## src/rtl/fsub_pipe.sv

```systemverilog
// rtl/fsub_pipe.sv - pipelined IEEE-754 single-precision subtractor y = x1 - x2
//
// Purpose : three-stage floating-point subtractor with round-to-nearest-even.
//           A pair sampled on an enabled edge is returned three enabled edges later.
// Ports   : clk        clock, all state on the rising edge
//           rstn       synchronous active-low reset (clears valid bits, y, ovf)
//           en         pipeline advance; low freezes every register
//           valid_in   x1/x2 carry a real operation
//           x1, x2     minuend / subtrahend, IEEE-754 single
//           valid_out  y/ovf hold the result of an accepted operation
//           y          x1 - x2, IEEE-754 single
//           ovf        finite operands produced +/-inf
// Config  : FSUB_DENORM_EN defined   -> full subnormal support, gradual underflow
//           FSUB_DENORM_EN undefined -> subnormal inputs read as signed zero,
//                                       subnormal results flush to signed zero
module fsub_pipe (
    input  logic        clk,
    input  logic        rstn,
    input  logic        en,
    input  logic        valid_in,
    input  logic [31:0] x1,
    input  logic [31:0] x2,
    output logic        valid_out,
    output logic [31:0] y,
    output logic        ovf
);
    // operand capture
    logic        s0_v;
    logic [31:0] s0_x1, s0_x2;

    // S1: unpack, classify, swap
    logic [7:0]  e1, e2, ex1, ex2, ea_c, eb_c, ediff;
    logic [22:0] f1, f2;
    logic [23:0] m1, m2, ma_c, mb_c;
    logic        nan1, nan2, inf1, inf2, sgn1, sgn2, swap, spec_c;
    logic [31:0] spec_y_c;

    always_comb begin
        e1   = s0_x1[30:23];
        e2   = s0_x2[30:23];
        f1   = s0_x1[22:0];
        f2   = s0_x2[22:0];
        sgn1 = s0_x1[31];
        sgn2 = ~s0_x2[31];
        nan1 = (e1 == 8'hFF) && (f1 != 23'd0);
        nan2 = (e2 == 8'hFF) && (f2 != 23'd0);
        inf1 = (e1 == 8'hFF) && (f1 == 23'd0);
        inf2 = (e2 == 8'hFF) && (f2 == 23'd0);
        // subnormals share the scale of exponent 1
        ex1  = (e1 == 8'd0) ? 8'd1 : e1;
        ex2  = (e2 == 8'd0) ? 8'd1 : e2;
`ifdef FSUB_DENORM_EN
        m1   = {|e1, f1};
        m2   = {|e2, f2};
`else
        m1   = (e1 == 8'd0) ? 24'd0 : {1'b1, f1};
        m2   = (e2 == 8'd0) ? 24'd0 : {1'b1, f2};
`endif
        swap  = {ex2, m2} > {ex1, m1};
        ea_c  = swap ? ex2 : ex1;
        eb_c  = swap ? ex1 : ex2;
        ma_c  = swap ? m2 : m1;
        mb_c  = swap ? m1 : m2;
        ediff = ea_c - eb_c;

        spec_c = nan1 | nan2 | inf1 | inf2;
        if (nan1)
            spec_y_c = s0_x1 | 32'h0040_0000;
        else if (nan2)
            spec_y_c = s0_x2 | 32'h0040_0000;
        else if (inf1 && inf2 && (s0_x1[31] == s0_x2[31]))
            spec_y_c = 32'hFFC0_0000;
        else if (inf1)
            spec_y_c = s0_x1;
        else
            spec_y_c = {sgn2, s0_x2[30:0]};
    end

    logic        s1_v, s1_spec, s1_sign, s1_sub, s1_zs;
    logic [31:0] s1_spec_y;
    logic [7:0]  s1_ea;
    logic [23:0] s1_ma, s1_mb;
    logic [4:0]  s1_d;

    // S2: align B with guard/round/sticky, then add or subtract
    logic [55:0] b_sh;
    logic [26:0] a_fld, b_fld;
    logic [27:0] sum_c;

    assign b_sh  = {s1_mb, 32'd0} >> s1_d;
    assign b_fld = {b_sh[55:30], |b_sh[29:0]};
    assign a_fld = {s1_ma, 3'b000};
    assign sum_c = s1_sub ? ({1'b0, a_fld} - {1'b0, b_fld})
                          : ({1'b0, a_fld} + {1'b0, b_fld});

    logic        s2_v, s2_spec, s2_sign, s2_zs;
    logic [31:0] s2_spec_y;
    logic [7:0]  s2_ea;
    logic [27:0] s2_sum;

    // S3: normalize, round, pack
    logic [4:0]  lz;
    logic [8:0]  lim, sh_amt, e_res;
    logic [26:0] norm;
    logic        rnd, ovf_c;
    logic [7:0]  e_fld;
    logic [30:0] packed_c;
    logic [31:0] y_c;

    always_comb begin
        lz = 5'd27;
        for (int i = 0; i < 27; i++)
            if (s2_sum[i]) lz = 5'd26 - 5'(i);
        // never shift below exponent 1; what is left over is a subnormal
        lim    = {1'b0, s2_ea} - 9'd1;
        sh_amt = ({4'd0, lz} > lim) ? lim : {4'd0, lz};
        if (s2_sum[27]) begin
            norm  = {s2_sum[27:2], |s2_sum[1:0]};
            e_res = {1'b0, s2_ea} + 9'd1;
        end else begin
            norm  = s2_sum[26:0] << sh_amt;
            e_res = {1'b0, s2_ea} - sh_amt;
        end
        rnd   = norm[2] & (norm[3] | norm[1] | norm[0]);
        e_fld = norm[26] ? e_res[7:0] : 8'd0;
        // a mantissa carry ripples into the exponent field, renormalizing for free
        packed_c = {e_fld, norm[25:3]} + {30'd0, rnd};
        ovf_c    = 1'b0;
        if (s2_spec)
            y_c = s2_spec_y;
        else if (s2_sum == 28'd0)
            y_c = {s2_zs, 31'd0};
`ifndef FSUB_DENORM_EN
        else if (!norm[26])
            y_c = {s2_sign, 31'd0};
`endif
        else if ((e_res >= 9'd255) || (packed_c[30:23] == 8'hFF)) begin
            y_c   = {s2_sign, 8'hFF, 23'd0};
            ovf_c = 1'b1;
        end else
            y_c = {s2_sign, packed_c};
    end

    always_ff @(posedge clk) begin
        if (!rstn) begin
            s0_v      <= 1'b0;
            s1_v      <= 1'b0;
            s2_v      <= 1'b0;
            valid_out <= 1'b0;
            y         <= 32'd0;
            ovf       <= 1'b0;
        end else if (en) begin
            s0_v      <= valid_in;
            s0_x1     <= x1;
            s0_x2     <= x2;

            s1_v      <= s0_v;
            s1_spec   <= spec_c;
            s1_spec_y <= spec_y_c;
            s1_sign   <= swap ? sgn2 : sgn1;
            s1_sub    <= sgn1 ^ sgn2;
            // only two zeros of negative effective sign sum to -0
            s1_zs     <= sgn1 & sgn2;
            s1_ea     <= ea_c;
            s1_ma     <= ma_c;
            s1_mb     <= mb_c;
            s1_d      <= (ediff > 8'd31) ? 5'd31 : ediff[4:0];

            s2_v      <= s1_v;
            s2_spec   <= s1_spec;
            s2_spec_y <= s1_spec_y;
            s2_sign   <= s1_sign;
            s2_zs     <= s1_zs;
            s2_ea     <= s1_ea;
            s2_sum    <= sum_c;

            valid_out <= s2_v;
            y         <= y_c;
            ovf       <= ovf_c;
        end
    end
endmodule
```

## config.mk

```make
export PLATFORM = sky130hd
export DESIGN_NAME = fsub_pipe
export DESIGN_NICKNAME = d
export VERILOG_FILES = /design/src/rtl/fsub_pipe.sv
export SDC_FILE = /design/constraint.sdc
export NUM_CORES = 1
export LEC_CHECK = 0
export CORE_MARGIN = 2
export CORE_UTILIZATION = 30
export CTS_CLUSTER_DIAMETER = 100
export DETAILED_ROUTE_END_ITERATION = 8
export GPL_TIMING_DRIVEN = 0
export PLACE_DENSITY = 0.51
export SLEW_MARGIN = 20
export SYNTH_ARGS = -nofsm -noshare
export SYNTH_HDL_FRONTEND = slang
export SYNTH_SLANG_ARGS = --single-unit
```

## constraint.sdc

```tcl
create_clock -name clk -period 7.3 [get_ports clk]
set_input_delay 1.095 -clock clk [delete_from_list [all_inputs] [get_ports clk]]
set_output_delay 1.095 -clock clk [all_outputs]
set_load 0.005 [all_outputs]
```

* Word-level counts from Yosys, hierarchy flattened *
Cells that the tools add are included.

word-level totals
  flip-flop bits (word level) = 269
  input bits = 68
  output and inout bits = 34
  logic and storage cells = 121

operators by class
  $add $sub $neg = 7
  order comparisons = 4
  equality and inequality tests = 4
  shift-type cells = 2
  muxes and demuxes = 53
  bitwise gates (word level) = 9
  reduce and logical (&&, ||, !) cells = 18

operators by type and width
  operator               number
  $mux W32               6
  $mux W5                26
  $mux W24               4
  $mux W31               2
  $shr A56 B5 Y56        1
  $logic_not A23 Y1      2
  $reduce_bool A23 Y1    2
  $mux W8                5
  $gt A32 B32 Y1         1
  $add A31 B1 Y31        1
  $reduce_or A30 Y1      1
  $add A27 B27 Y28       1
  $logic_not A28 Y1      1
  $mux W28               1
  $sub A27 B27 Y28       1
  $mux W27               1
  $shl A27 B9 Y27        1
  $eq A8 B8 Y1 const B   3
  $mux W9                2
  $logic_not A8 Y1       2
  $add A8 B1 Y9 const B  1
  $ge A9 B8 Y1 const B   1
  $gt A5 B9 Y1           1
  $sub A8 B1 Y9 const B  1
  14 further kinds       29

* Longest topological paths before layout *
  depth in word-level cells = 41
  mapped depth = 34
  gate-level depth less buffers = 29

* Worst setup path after synthesis *
OpenSTA, ideal clock, no wires.

  path type = input-to-reg
  from = input en
  to = register y[11]
  library setup time = 0.074 ns
  data arrival time = 7.636 ns
  data required time = 7.226 ns
  slack = -0.411 ns
  stages = 5
  path buffers = 2
  cells stage by stage = clkbuf_1 and2_1 nand4_4 buf_6 o22ai_2

RTL lines
  item                  RTL line  source
  from (decl)           19        input logic en,
  to (signal assigned)  178       y <= y_c;
  to (decl)             24        output logic [31:0] y,

* Worst setup path in the final report *
  from = register s2_sum[10]
  to = register ovf

between the ends
  longest elaborated chain between the ends = 31
  elaborated cells on any way between the ends = 36
  those cells by class = add/sub: 2; order compare: 2; eq/ne: 1; shift: 1; mux: 25; bitwise: 3; reduce/logical: 2

ends and longest elaborated chain
  item                       RTL line  source
  from (decl)                99        logic [27:0] s2_sum;
  from (signal assigned)     175       s2_sum <= sum_c;
  $mux W5 (17 in a row)      113       if (s2_sum[i]) lz = 5'd26 - 5'(i);
  $gt A5 B9 Y1               116       sh_amt = ({4'd0, lz} > lim) ? lim : {4'd0, lz};
  $mux W9                    116
  $shl A27 B9 Y27            121       norm = s2_sum[26:0] << sh_amt;
  $mux W27                   117       if (s2_sum[27]) begin
  $or A1 B1 Y1 (2 in a row)  124       rnd = norm[2] & (norm[3] | norm[1] | norm[0]);
  $and A1 B1 Y1              124
  $add A31 B1 Y31            127       packed_c = {e_fld, norm[25:3]} + {30'd0, rnd};
  $eq A8 B8 Y1               137       else if ((e_res >= 9'd255) || (packed_c[30:23] == 8'hFF)) begin
  $logic_or A1 B1 Y1         137
  $mux W1                    137
  $mux W1                    134       else if (!norm[26])
  $mux W1 (*)                131       else if (s2_sum == 28'd0)
  $mux W1 (*)                129       if (s2_spec)
  to (signal assigned)       179       ovf <= ovf_c;
  to (decl)                  25        output logic ovf

Every way passes the cells marked *; elsewhere a longest branch is shown, timed or not.
A chain may end at the register's enable or synchronous reset.

==> summary.txt <==
Clocking
  – CTS Buf Count: 29
  – Clock Root Buffer: clkbuf_16
  – H-tree depth: 1
  – Clk sinks: between 200 and 300
  – CTS Buffer Depth: 3
  – Cts hold-fix bufs: 0
  – CTS tree: built
  – CTS clock-pin slew for the worst setup and hold paths: 0.06 ns
  – Clk_lat worst skew: 0.58 ns

Route
  – DR pass1 iterations: 5
  – 1st-iter DRT viols: 1443
  – Routed WL per cell: 23.2 um
  – Final wirelength: 67400 um
  – Final ANT Viol Nets: 0
  – Post-route DRC: 0
  – Vias/cell: 5.50
  – Via count: 16.0k

Synth
  – Fraction of the mapped netlist area in adder cells: 6.94%
  – Prevailing post-synth register cell: edfxtp_1
  – Synthesized instance count: 1900
  – Yosys cell types: about 100
  – Post-synthesis compound-gate area fraction: 20.4%
  – Syn_nets: 2071
  – Post-Synth XOR/XNOR Area: 3.17%
  – Top cells by area, synth: edfxtp_1 37%, ha_1 6.7%, dfxtp_1 3.9%
  – Post-synthesis register bit count: 269
  – Largest family of logic cells by synthesized area: compound AO/OA/AOI/OAI gates
  – Mux cell area share after synthesis: 8.08%
  – Sequential share of the synthesized area: 41.0%
  – Async set-reset flop share out of synthesis: 0%
  – Mapped Area: 0.0188 mm2
  – Ys Warns: 0
  – Post-synth EDFFs: 232
  – Post-Synth Simple-Gate Area: ~16%
  – Area leader, netlist: edfxtp_1
  – Yosys top cell area share: between 30% and 40%
  – Syn Area/Cell: 9.89 um2

Power and ir drop
  – Int Pwr: 3.04 mW
  – Clk pwr share: 33.1%
  – NetSw: 1.35 mW
  – Part of the power in registers: 43.0%
  – Pwr Density: 198 mW/mm2
  – Gate power share: 23.9%
  – Pleak: 8.32 nW
  – Sw Ratio: approximately 31%
  – Max VDD drop: approximately 0.15 mV

Worst setup path
  – Worst EP arrival: 7.56 ns
  – CP peak stage delay: 0.55 ns
  – Class of the most critical setup path: reg2reg
  – Slowest cell on the critical path: or4_4
  – Most frequent CP cell: buf_4
  – Critical path data required time: between 7 and 8 ns
  – Buffers & Inverters on Critical Path: 9
  – CP delay by family, top: simple AND/OR/NAND/NOR gates
  – Worst setup SP type: flip-flop
  – Crit path max fanout: 10
  – Setup crit end kind: flip-flop

STA
  – Hold_ws: 0.414 ns
  – Final period utilization: 96.9%
  – Fin Setup TNS: 0 ns
  – Max Slew Vio Count: 0
  – Slew HR: 15.9%
  – Worst-margin pin slew: roughly 1.3 ns
  – Hold Violations, Final: 0
  – Min cycle time layout: 7.08 ns
  – Final setup fails: 0
  – Maximum clock rate: 0.141 GHz
  – Worst Clk Skew: roughly 0.016 ns

Cells and area
  – Share of cells above drive strength 1: 11.1%
  – Filler Cell Count: 6215
  – Final core utilization: 36.0%
  – Diode count: 0
  – Nets: 2221
  – Seq. cell area: just under 0.008 mm2
  – Multi-input gate area: 0.0104 mm2
  – Synthesis-to-layout area growth: 18.3%

Flow run
  – Number of max-cap violations: 0

Global routing
  – Initial antenna violation count: 1
  – Grt ovf: 0
  – Vias in the first global route: ~15k
  – Total track usage: 20.4%
  – Pin count of the biggest net entering global routing: 56
  – First-pass GRT wire length: 99600 um

Status
  – Outcome: completed

Floorplanning
  – DIE WIDTH: 254 um
  – Core Area: 0.0618 mm2
  – Initial Util: 30.4%
  – Die span in y: 254 um
  – IO Count: 102
  – Site Rows: 91
  – DIE AREA: 0.0647 mm2

Place
  – Routability cong.: a little over 0.9
  – # port buffers: 100
  – Hpwl dp: 53600 um

Min path
  – Worst min-delay path class: reg2reg
## logic make-up (layout without fill, tap and decap cells)
| kind of cell | Yosys count | in the layout |
|---|---|---|
| AOI/OAI and AO/OA | 554 | 554 |
| adders and majority gates | 103 | 103 |
| DFF | 269 | 269 |
| buffers and inverters | 207 | 379 |
| and+or+nand+nor | 584 | 584 |
| muxes | 115 | 115 |
| xor gates and xnor gates | 68 | 68 |
## layout by cell type (no fill, tap or decap), types with 10 or more instances in the layout
master	count
a211o_1	11
a211oi_1	17
a21o_1	30
a21oi_1	121
a221oi_1	10
a22o_1	28
a22oi_1	13
a31oi_1	15
and2_1	36
buf_4	22
clkbuf_1	82
clkbuf_16	29
clkdlybuf4s50_1	100
dfxtp_1	37
edfxtp_1	232
ha_1	101
inv_1	96
mux2_2	17
mux2i_1	65
mux4_2	26
nand2_1	172
nand2b_1	22
nand3_1	27
nand4_1	20
nor2_1	121
nor2b_1	28
nor3_1	43
nor4_1	25
o211ai_1	15
o21ai_0	117
o21bai_1	17
o22a_1	15
o22ai_1	19
o22ai_2	10
o31ai_1	11
or2_2	19
or3_1	13
xnor2_1	47
xor2_1	19
## timing repair
item                                   CTS  global route
buffers inserted                         5            11
setup endpoints to repair               29            36
pin swaps                                1             8
resized for setup                       10            38
endpoints found under the hold margin    0             0
## sequential cells by signal, indices dropped and copies added, names as in the netlist, 24 cells and up
signal     cells
s1_ma         24
s1_spec_y     32
s2_sum        28
s0_x1         32
s2_spec_y     32
s1_mb         24
s0_x2         32
y             32
## path summary, 6_finish.rpt
kind / end / cells past startpoint / slack, ns / from
hold / removal: s2_spec_y[9]$_DFFE_PP_ / 0 / 0.41 / s1_spec_y[9]$_DFFE_PP_
hold reg to reg: s2_spec_y[9]$_DFFE_PP_ / 0 / 0.41 / s1_spec_y[9]$_DFFE_PP_
setup / recovery: ovf$_SDFFE_PN0P_ / 27 / 0.22 / s2_sum[10]$_DFFE_PP_
setup reg to reg: ovf$_SDFFE_PN0P_ / 27 / 0.22 / s2_sum[10]$_DFFE_PP_
## power by group through the flow
stage                     Sequential (mW)  Combinational (mW)  Clock [mW]
after global placement               1.93               0.995           0
after CTS                            1.89                1.01        1.50
after global routing                 1.90                1.14        1.56
final                                1.89                1.05        1.45
after detailed placement             1.92                1.00           0
after floorplan                      1.87               0.655           0
## area by class of cell
cell class                      instances  area share, %
Multi-Input combinational cell       1424           46.9
Sequential cell                       269           34.7
Timing Repair Buffer                  120           5.54
Tap cell                              837           4.71
Clock buffer                           34           3.35
Buffer                                107           2.26
Inverter                               99           1.67
Clock inverter                         19          0.872
## per-layer routing
| metal | global-route usage [%] | up-vias | wire (um) |
|---|---|---|---|
| met1 | 28.6 | 7864 | 30500 |
| li1 | - | 7473 | - |
| met3 | 2.01 | 103 | 3750 |
| met4 | 6.03 | 0 | 2070 |
| met2 | 33.2 | 558 | 31100 |
| met5 | 0 | - | 0 |
## cell usage after synthesis (all sizes together), types with 11 or more instances
| master | count |
|---|---|
| nand2 | 173 |
| nor2b | 28 |
| edfxtp | 232 |
| a221oi | 12 |
| o21ai | 122 |
| clkbuf | 81 |
| o22ai | 29 |
| o211ai | 16 |
| o22a | 15 |
| a22oi | 13 |
| mux2 | 19 |
| buf | 27 |
| nand3 | 28 |
| nand4 | 23 |
| nor2 | 123 |
| a22o | 28 |
| o31ai | 11 |
| ha | 101 |
| or2 | 20 |
| inv | 98 |
| a211oi | 21 |
| a21o | 31 |
| a211o | 11 |
| mux2i | 70 |
| and2 | 38 |
| nand2b | 22 |
| o21bai | 17 |
| mux4 | 26 |
| xnor2 | 48 |
| or3 | 15 |
| nor4 | 32 |
| a31oi | 16 |
| dfxtp | 37 |
| xor2 | 20 |
| nor3 | 47 |
| a21oi | 126 |
## metrics by stage
step	cells	area, um2	setup slack, ns	power (mW)
3_3_place_gp	2837	20800	-0.539	2.92
3_5_place_dp	2841	21000	-0.565	2.92
5_1_grt	2909	22200	-0.0307	4.59
2_1_floorplan	1900	18800	0.733	2.53
6_report	2909	22200	0.223	4.39
4_1_cts	2899	22000	0.0264	4.40
## worst reg2reg max path, delay by kind of cell (launching register included)
| kind | cells | cell delay [ns] |
|---|---|---|
| and+or+nand+nor | 8 | 2.37 |
| DFF | 1 | 0.41 |
| adders and majority gates | 1 | 0.27 |
| buffers and inverters | 9 | 1.84 |
| AOI/OAI and AO/OA | 7 | 1.52 |
| muxes | 2 | 0.59 |
Note: power is estimated with default switching activity, not from simulation.
